==> src/rtl/bin_bcd_pkg.sv <==
// Shared types and constants for the binary-to-BCD converter.
// Contents: FSM state enum, default widths, saturation limit and a helper
// that derives the largest representable value for a given digit count.
package bin_bcd_pkg;

    localparam int unsigned BIN_W_DEF  = 10;
    localparam int unsigned DIGITS_DEF = 3;
    localparam int unsigned MAX_VAL    = 999;

    typedef enum logic {
        StIdle,
        StShift
    } state_e;

    // Largest value that fits in `digits` decimal digits (10^digits - 1).
    function automatic int unsigned max_val_for(input int unsigned digits);
        int unsigned v;
        v = 1;
        for (int unsigned i = 0; i < digits; i++) begin
            v = v * 10;
        end
        return v - 1;
    endfunction

endpackage

==> src/rtl/bin_bcd_if.sv <==
// Request/result bundle for bin_bcd.
// Ports (signals):
//   in_valid  - request to convert bin          (master -> slave)
//   bin       - unsigned binary value           (master -> slave)
//   in_ready  - converter can accept a request  (slave -> master)
//   bcd       - packed BCD result, units in [3:0] (slave -> master)
//   out_valid - one-cycle pulse, bcd is new     (slave -> master)
//   overflow  - last result was saturated       (slave -> master)
interface bin_bcd_if
    import bin_bcd_pkg::*;
#(
    parameter int unsigned BIN_W  = BIN_W_DEF,
    parameter int unsigned DIGITS = DIGITS_DEF
) ();

    logic                  in_valid;
    logic [BIN_W-1:0]      bin;
    logic                  in_ready;
    logic [4*DIGITS-1:0]   bcd;
    logic                  out_valid;
    logic                  overflow;

    modport master (
        output in_valid, bin,
        input  in_ready, bcd, out_valid, overflow
    );

    modport slave (
        input  in_valid, bin,
        output in_ready, bcd, out_valid, overflow
    );

endinterface

==> src/rtl/bcd_add3.sv <==
// Double-dabble per-digit adjust: adds 3 to a BCD digit that is 5 or more so
// that the following left shift carries correctly into the next digit.
// Ports:
//   digit_i - 4-bit scratch digit before adjust
//   digit_o - 4-bit adjusted digit
module bcd_add3 (
    input  logic [3:0] digit_i,
    output logic [3:0] digit_o
);

    always_comb begin
        digit_o = digit_i;
        if (digit_i >= 4'd5) begin
            digit_o = digit_i + 4'd3;
        end
    end

endmodule

==> src/rtl/bin_bcd.sv <==
// Sequential binary-to-BCD converter (shift-and-add-3). A request is taken in
// IDLE, then one double-dabble step runs per clock for BIN_W clocks. Values
// above 10^DIGITS-1 saturate to all nines and raise overflow.
// Ports:
//   clk   - clock, rising edge
//   rst_n - asynchronous active-low reset
//   bus   - bin_bcd_if.slave: in_valid/bin in, in_ready/bcd/out_valid/overflow out
module bin_bcd
    import bin_bcd_pkg::*;
#(
    parameter int unsigned BIN_W  = BIN_W_DEF,
    parameter int unsigned DIGITS = DIGITS_DEF
) (
    input logic        clk,
    input logic        rst_n,
    bin_bcd_if.slave   bus
);

    localparam int unsigned BcdW     = 4 * DIGITS;
    localparam int unsigned CntW     = $clog2(BIN_W + 1);
    localparam int unsigned MaxV     = max_val_for(DIGITS);
    localparam logic [BcdW-1:0] AllNines = {DIGITS{4'h9}};

    state_e            state_q, state_d;
    logic [CntW-1:0]   cnt_q, cnt_d;
    logic [BIN_W-1:0]  shreg_q, shreg_d;
    logic [BcdW-1:0]   scratch_q, scratch_d;
    logic              ovf_pend_q, ovf_pend_d;
    logic [BcdW-1:0]   bcd_q, bcd_d;
    logic              ovf_q, ovf_d;
    logic              out_valid_q, out_valid_d;
    logic              ready_q, ready_d;

    logic [BcdW-1:0]   adj;
    logic [BcdW-1:0]   step_scratch;
    logic              unused_adj_msb;

    for (genvar g = 0; g < DIGITS; g++) begin : g_add3
        bcd_add3 u_add3 (
            .digit_i (scratch_q[4*g +: 4]),
            .digit_o (adj[4*g +: 4])
        );
    end

    // Scratch after one step: adjusted digits shifted left, binary MSB enters.
    // The top bit only matters for saturating inputs, which never use scratch.
    assign step_scratch   = {adj[BcdW-2:0], shreg_q[BIN_W-1]};
    assign unused_adj_msb = adj[BcdW-1];

    always_comb begin
        state_d     = state_q;
        cnt_d       = cnt_q;
        shreg_d     = shreg_q;
        scratch_d   = scratch_q;
        ovf_pend_d  = ovf_pend_q;
        bcd_d       = bcd_q;
        ovf_d       = ovf_q;
        out_valid_d = 1'b0;
        ready_d     = ready_q;

        case (state_q)
            StIdle: begin
                // First edge after reset raises ready; acceptance needs it already high.
                ready_d = 1'b1;
                if (bus.in_valid && ready_q) begin
                    state_d    = StShift;
                    shreg_d    = bus.bin;
                    cnt_d      = '0;
                    scratch_d  = '0;
                    ovf_pend_d = 64'(bus.bin) > 64'(MaxV);
                    ready_d    = 1'b0;
                end
            end
            StShift: begin
                shreg_d   = shreg_q << 1;
                scratch_d = step_scratch;
                cnt_d     = cnt_q + 1'b1;
                if (cnt_q == CntW'(BIN_W - 1)) begin
                    state_d     = StIdle;
                    ready_d     = 1'b1;
                    out_valid_d = 1'b1;
                    bcd_d       = ovf_pend_q ? AllNines : step_scratch;
                    ovf_d       = ovf_pend_q;
                end
            end
            default: begin
                state_d = StIdle;
            end
        endcase
    end

    always_ff @(posedge clk or negedge rst_n) begin
        if (!rst_n) begin
            state_q     <= StIdle;
            cnt_q       <= '0;
            shreg_q     <= '0;
            scratch_q   <= '0;
            ovf_pend_q  <= 1'b0;
            bcd_q       <= '0;
            ovf_q       <= 1'b0;
            out_valid_q <= 1'b0;
            ready_q     <= 1'b0;
        end else begin
            state_q     <= state_d;
            cnt_q       <= cnt_d;
            shreg_q     <= shreg_d;
            scratch_q   <= scratch_d;
            ovf_pend_q  <= ovf_pend_d;
            bcd_q       <= bcd_d;
            ovf_q       <= ovf_d;
            out_valid_q <= out_valid_d;
            ready_q     <= ready_d;
        end
    end

    assign bus.in_ready  = ready_q;
    assign bus.bcd       = bcd_q;
    assign bus.out_valid = out_valid_q;
    assign bus.overflow  = ovf_q;

endmodule

==> src/flat_wrapper.sv <==
// flat-port wrapper written by rule: the top's interface ports become plain ports
module bin_bcd_flat import bin_bcd_pkg::*;
#(
    parameter int unsigned BIN_W  = BIN_W_DEF,
    parameter int unsigned DIGITS = DIGITS_DEF
)
  (clk, rst_n, bus_in_valid, bus_bin, bus_in_ready, bus_bcd, bus_out_valid, bus_overflow);
  bin_bcd_if #(.BIN_W(BIN_W), .DIGITS(DIGITS)) bus_i ();
  input logic clk;
  input logic rst_n;
  input wire logic [$bits(bus_i.in_valid)-1:0] bus_in_valid;
  input wire logic [$bits(bus_i.bin)-1:0] bus_bin;
  output wire logic [$bits(bus_i.in_ready)-1:0] bus_in_ready;
  output wire logic [$bits(bus_i.bcd)-1:0] bus_bcd;
  output wire logic [$bits(bus_i.out_valid)-1:0] bus_out_valid;
  output wire logic [$bits(bus_i.overflow)-1:0] bus_overflow;
  assign bus_i.in_valid = bus_in_valid;
  assign bus_i.bin = bus_bin;
  assign bus_in_ready = bus_i.in_ready;
  assign bus_bcd = bus_i.bcd;
  assign bus_out_valid = bus_i.out_valid;
  assign bus_overflow = bus_i.overflow;
  bin_bcd #(.BIN_W(BIN_W), .DIGITS(DIGITS)) u_core (.clk(clk), .rst_n(rst_n), .bus(bus_i));
endmodule
==> config.mk <==
export PLATFORM = sky130hd
export DESIGN_NAME = bin_bcd_flat
export DESIGN_NICKNAME = d
export VERILOG_FILES = /design/src/rtl/bin_bcd_pkg.sv /design/src/rtl/bin_bcd_if.sv /design/src/rtl/bcd_add3.sv /design/src/rtl/bin_bcd.sv /design/src/flat_wrapper.sv
export SDC_FILE = /design/constraint.sdc
export NUM_CORES = 1
export LEC_CHECK = 0
export CORE_MARGIN = 2
export CORE_UTILIZATION = 35
export DETAILED_ROUTE_END_ITERATION = 6
export PLACE_DENSITY = 0.62
export SYNTH_ARGS = -nofsm -noshare
export SYNTH_HDL_FRONTEND = slang
export SYNTH_HIERARCHICAL = 1
export SYNTH_SLANG_ARGS = --single-unit
==> constraint.sdc <==
create_clock -name clk -period 1.6 [get_ports clk]
set_clock_uncertainty 0.15 [all_clocks]
set_input_delay 0.24 -clock clk [delete_from_list [all_inputs] [get_ports clk]]
set_output_delay 0.24 -clock clk [all_outputs]
set_load 0.01 [all_outputs]
After elaboration in Yosys (flattened, before gate mapping)
Cells that the tools add are included.

Output and inout port bits: 15. Bits in registers: 43. Word-level logic and storage cells: 42. Bits of input ports: 13.

Muxes and demuxes: 18. Reductions and logical operators: 3. Magnitude comparators: 4. Bitwise logic cells: 1. Add/sub/neg operators: 4. Eq/ne operators: 3.

Operator list (count): 2-to-1 mux 12 bit (2); one-hot mux 12 bit (2 select lines) (1); one-hot mux 10 bit (2 select lines) (1); greater-or-equal comparator 4 x 3 -> 1 bit, second input constant (3); 2-to-1 mux 4 bit (3); greater-than comparator 10 bit, second input constant (1); 2-to-1 mux 10 bit (1); adder 4 x 2 -> 4 bit, second input constant (2); one-hot mux 4 bit (2 select lines) (1); 2-to-1 mux 1 bit (6); adder 4 x 1 -> 4 bit, second input constant (1); == test 4 bit, second input constant (1); one-hot mux 1 bit (2 select lines) (2); AND reduction 2 bit (2); adder 3 x 2 -> 3 bit, second input constant (1); 2-to-1 mux 3 bit (1); != test 2 x 1 -> 1 bit, second input constant (1); != test 2 bit, second input constant (1); logical AND 1 bit (1); inverter 1 bit (1).

Longest topological paths before layout
Depth after elaboration: 3. Depth in mapped cells: 7. Gate-level depth less buffers: 7.

By module
The synthesis kept the hierarchy.

By module, submodules not included: bin_bcd (instances 1, cells each 160, area each 1810.5 um^2, sequential area each 1076.0 um^2); bcd_add3 (instances 3, cells each 16, area each 101.3 um^2, sequential area each 0.0 um^2).

Worst setup path before layout
OpenSTA, ideal clock, no wires.

Path type: register to register. Start point: register u_core.scratch_q[8]. End point: register u_core.bcd_q[10], in the netlist u_core/bus.bcd[10]. Setup time: 0.067 ns. Data required time: 1.383 ns. Arrival time: 1.326 ns. Path buffers: 0. Cell stages (with the launch flop): 6. Clock period less this slack: 1.544 ns. Setup slack: 0.056 ns. Path through: dfrtp_1 > ha_1 > nand2b_1 > a21oi_2 > mux2i_1 > a32o_1.

Cells in the longest elaborated chain, start to end: 3. Elaborated cells on any way between the ends: 4. Classes of those cells: add/sub: 1; order compare: 1; mux: 2.

Ends and longest elaborated chain: from (decl) (RTL line bin_bcd.sv:27) `logic [BcdW-1:0] scratch_q, scratch_d;`; from (signal assigned) (RTL line bin_bcd.sv:107) `scratch_q <= scratch_d;`; greater-or-equal comparator 4 x 3 -> 1 bit / adder 3 x 2 -> 3 bit (equally long branches) (RTL line bcd_add3.sv:13, bcd_add3.sv:14); 2-to-1 mux 3 bit * (RTL line bcd_add3.sv:13) `if (digit_i >= 4'd5) begin`; net u_core.adj[9] (RTL line bin_bcd.sv:34) `logic [BcdW-1:0] adj;`; 2-to-1 mux 12 bit * (RTL line bin_bcd.sv:82) `bcd_d = ovf_pend_q ? AllNines : step_scratch;`; to (signal assigned) (RTL line bin_bcd.sv:99) `bcd_q <= '0;`; to (signal assigned) (RTL line bin_bcd.sv:109) `bcd_q <= bcd_d;`; to (decl) (RTL line bin_bcd.sv:29) `logic [BcdW-1:0] bcd_q, bcd_d;`.

Mark *: on every way through the listed nets, which the timed path passes. The rest lies on a longest branch. A chain may end at the register's enable or synchronous reset.

Final worst setup path
Start point: register u_core.scratch_q[8]. End point: register u_core.scratch_q[10].

Cells in the longest elaborated chain, start to end: 3. Elaborated cells on any way between the ends: 4. Classes of those cells: add/sub: 1; order compare: 1; mux: 2.

Ends and longest elaborated chain: greater-or-equal comparator 4 x 3 -> 1 bit / adder 3 x 2 -> 3 bit (equally long branches) (RTL line bcd_add3.sv:13, bcd_add3.sv:14); 2-to-1 mux 3 bit * (RTL line bcd_add3.sv:13); net u_core.adj[9] (RTL line bin_bcd.sv:34); one-hot mux 12 bit (2 select lines) * (RTL line bin_bcd.sv:61) `case (state_q)`.

Marked as above.

==> results.yml <==
grt:
  grt_pass1_vias: 1468
  grtUsageTotal_pct: 14.2
  grt_pass1_wl_mm: 7.07
  grt_max_degree: 44
  antenna_found_initial: 0
  overflow: 0
setup_path:
  rr_worst_depth: 5
  start_kind: "register"
  worstPathRequired_ps: 1670
  crit_path_max_fanout: 3
  crit_type: "register to register"
  worstPathArrival_ps: 1720
  cp-end-kind: "register"
floorplan:
  rows: 28
  chipWidth_um: 81.4
  core_area_um2: 5850
  fp.dieH_um: 81.4
  start_util_pct: 35.8
  die-area_um2: 6620
  io_pins: 28
power_and_ir_drop:
  ir_drop_v: 0.000704
  total_power_mw: 5.35
  p_leak_nw: 1.43
  powerDensity_nw_per_um2: 1870
layout:
  layout-drive-gt1-share_pct: 23.7
  areaGrowthSynthToFinish_pct: 36.7
  nFillCells: 539
  post-route-util_pct: 48.9
  final_area_um2: 2860
  nets: 275
  final_common_cell: "nand2_1"
  diodes: 0
  final_cell_mix: "nand2_1, dfrtp_1, o21ai_0"
placed_design:
  place_congestion: 0.744
  io_buffer_count: 27
  placedInstanceArea_um2: 2600
  place.detailed.hpwl_mm: 2.90
  pre_cts_slack_ps: -53.6
clock_network:
  cts_max_path_buffers: 2
  clk_latency_ps: 290
  htreeDepth: 2
  clk_pin_slew_ps: 80
  cts-buffers-inserted: 5
  root_buffer: "clkbuf_8"
  clock-sinks: 43
  cts_tree: "yes"
sta:
  worst_pin_slew_ps: 358
  setup_tns_ps: -80.2
  finalHoldViolCount: 0
  rsz0062_at_grt: "true"
  fmax_ghz: 0.607
  finalCritPeriodShare_pct: 103
  slew_headroom_pct: 76.0
  setup_viol: 2
  fin_crit_ps: 1650
  final_max_slew_viol_count: 0
  setup_slack_ps: -46.7
status:
  violations: "setup timing"
  status: "finished with violations"
detailed_routing:
  route.detailed.drc: 0
  ant_nets: 0
  wl_mm: 4.41
  firstDrtPassIters: 4
  vias_per_cell: 4.78
  drt-initial-drc-count: 82
  vias: 1567
  routedWlPerCell_um: 13.4
hold_path:
  hp-class: "input pin to asynchronous set/reset pin"
synthesis:
  synth_area_um2: 2090
  ys_warn_count: 6
  synthCells: 204
  syn-num-nets: 225
  syn_avg_cell_area_um2: 10.3
job:
  drv_cap: 0
registers in the layout, summed over array words and instances, names as in the netlist:
signal / flops
u_core/scratch_q: 12
u_core/bus.out_valid: 1
u_core/shreg_q: 10
u_core/ovf_pend_q: 1
u_core/state_q: 1
u_core/bus.bcd: 12
u_core/bus.overflow: 1
u_core/cnt_q: 4
u_core/bus.in_ready: 1
path summary, 6_finish.rpt:
| kind | from | end | slack [ps] |
|---|---|---|---|
| hold reg to reg | u_core/bus.bcd[4] | u_core/bus.bcd[4] | 330 |
| setup / recovery | u_core/scratch_q[8] | u_core/scratch_q[10] | -50 |
| min in group clk | u_core/bus.bcd[4] | u_core/bus.bcd[4] | 330 |
| max in group asynchronous | rst_n | u_core/bus.in_ready | 760 |
| hold / removal | rst_n | u_core/scratch_q[2] | 320 |
| setup reg to reg | u_core/scratch_q[8] | u_core/scratch_q[10] | -50 |
per-layer routing:
layer | up-vias | track usage [%] | wire length (µm)
met3 | 5 | 3.33 | 177
li1 | 790 | - | -
met4 | 0 | 4.07 | 34
met5 | - | 0 | 0
met2 | 29 | 22.6 | 2190
met1 | 743 | 19.3 | 2000
per-stage QoR:
| stage | instances | hold WS [ps] |
|---|---|---|
| after CTS | 324 | 317 |
| after global routing | 328 | 324 |
| after global placement | 316 | 86.9 |
| after floorplan | 204 | -206 |
| final | 328 | 318 |
| after detailed placement | 316 | 85.8 |
layout make-up:
type	count	area, µm²	share of cell area [%]
flip-flops and latches	43	1080	37.6
multi-input cells	142	1040	36.5
repair buffers	54	544	19.0
well taps	75	93.8	3.28
clock buffers	6	72.6	2.53
inverters	8	30.0	1.05
timing repair:
item | 4_1_cts | 5_1_grt
pin swaps | 6 | 7
endpoints found under the hold margin | 43 | 0
resized for setup | 8 | 32
hold buffers | 1 | 0
setup endpoints to repair | 9 | 22
buffers inserted | 1 | 4
power breakdown:
group | leakage [nW] | switching [mW] | internal (mW)
combinational | 0.840 | 1.30 | 1.54
clock | 0.0371 | 0.343 | 0.292
sequential | 0.549 | 0.356 | 1.52
critical path, cell delays in order (launching register included):
cell and delay, ps:
dfrtp_1 440, ha_4 170, nand2b_4 140, a21oi_4 190, mux2i_2 290, a22o_1 200
Power figures use the tool's default switching activity.
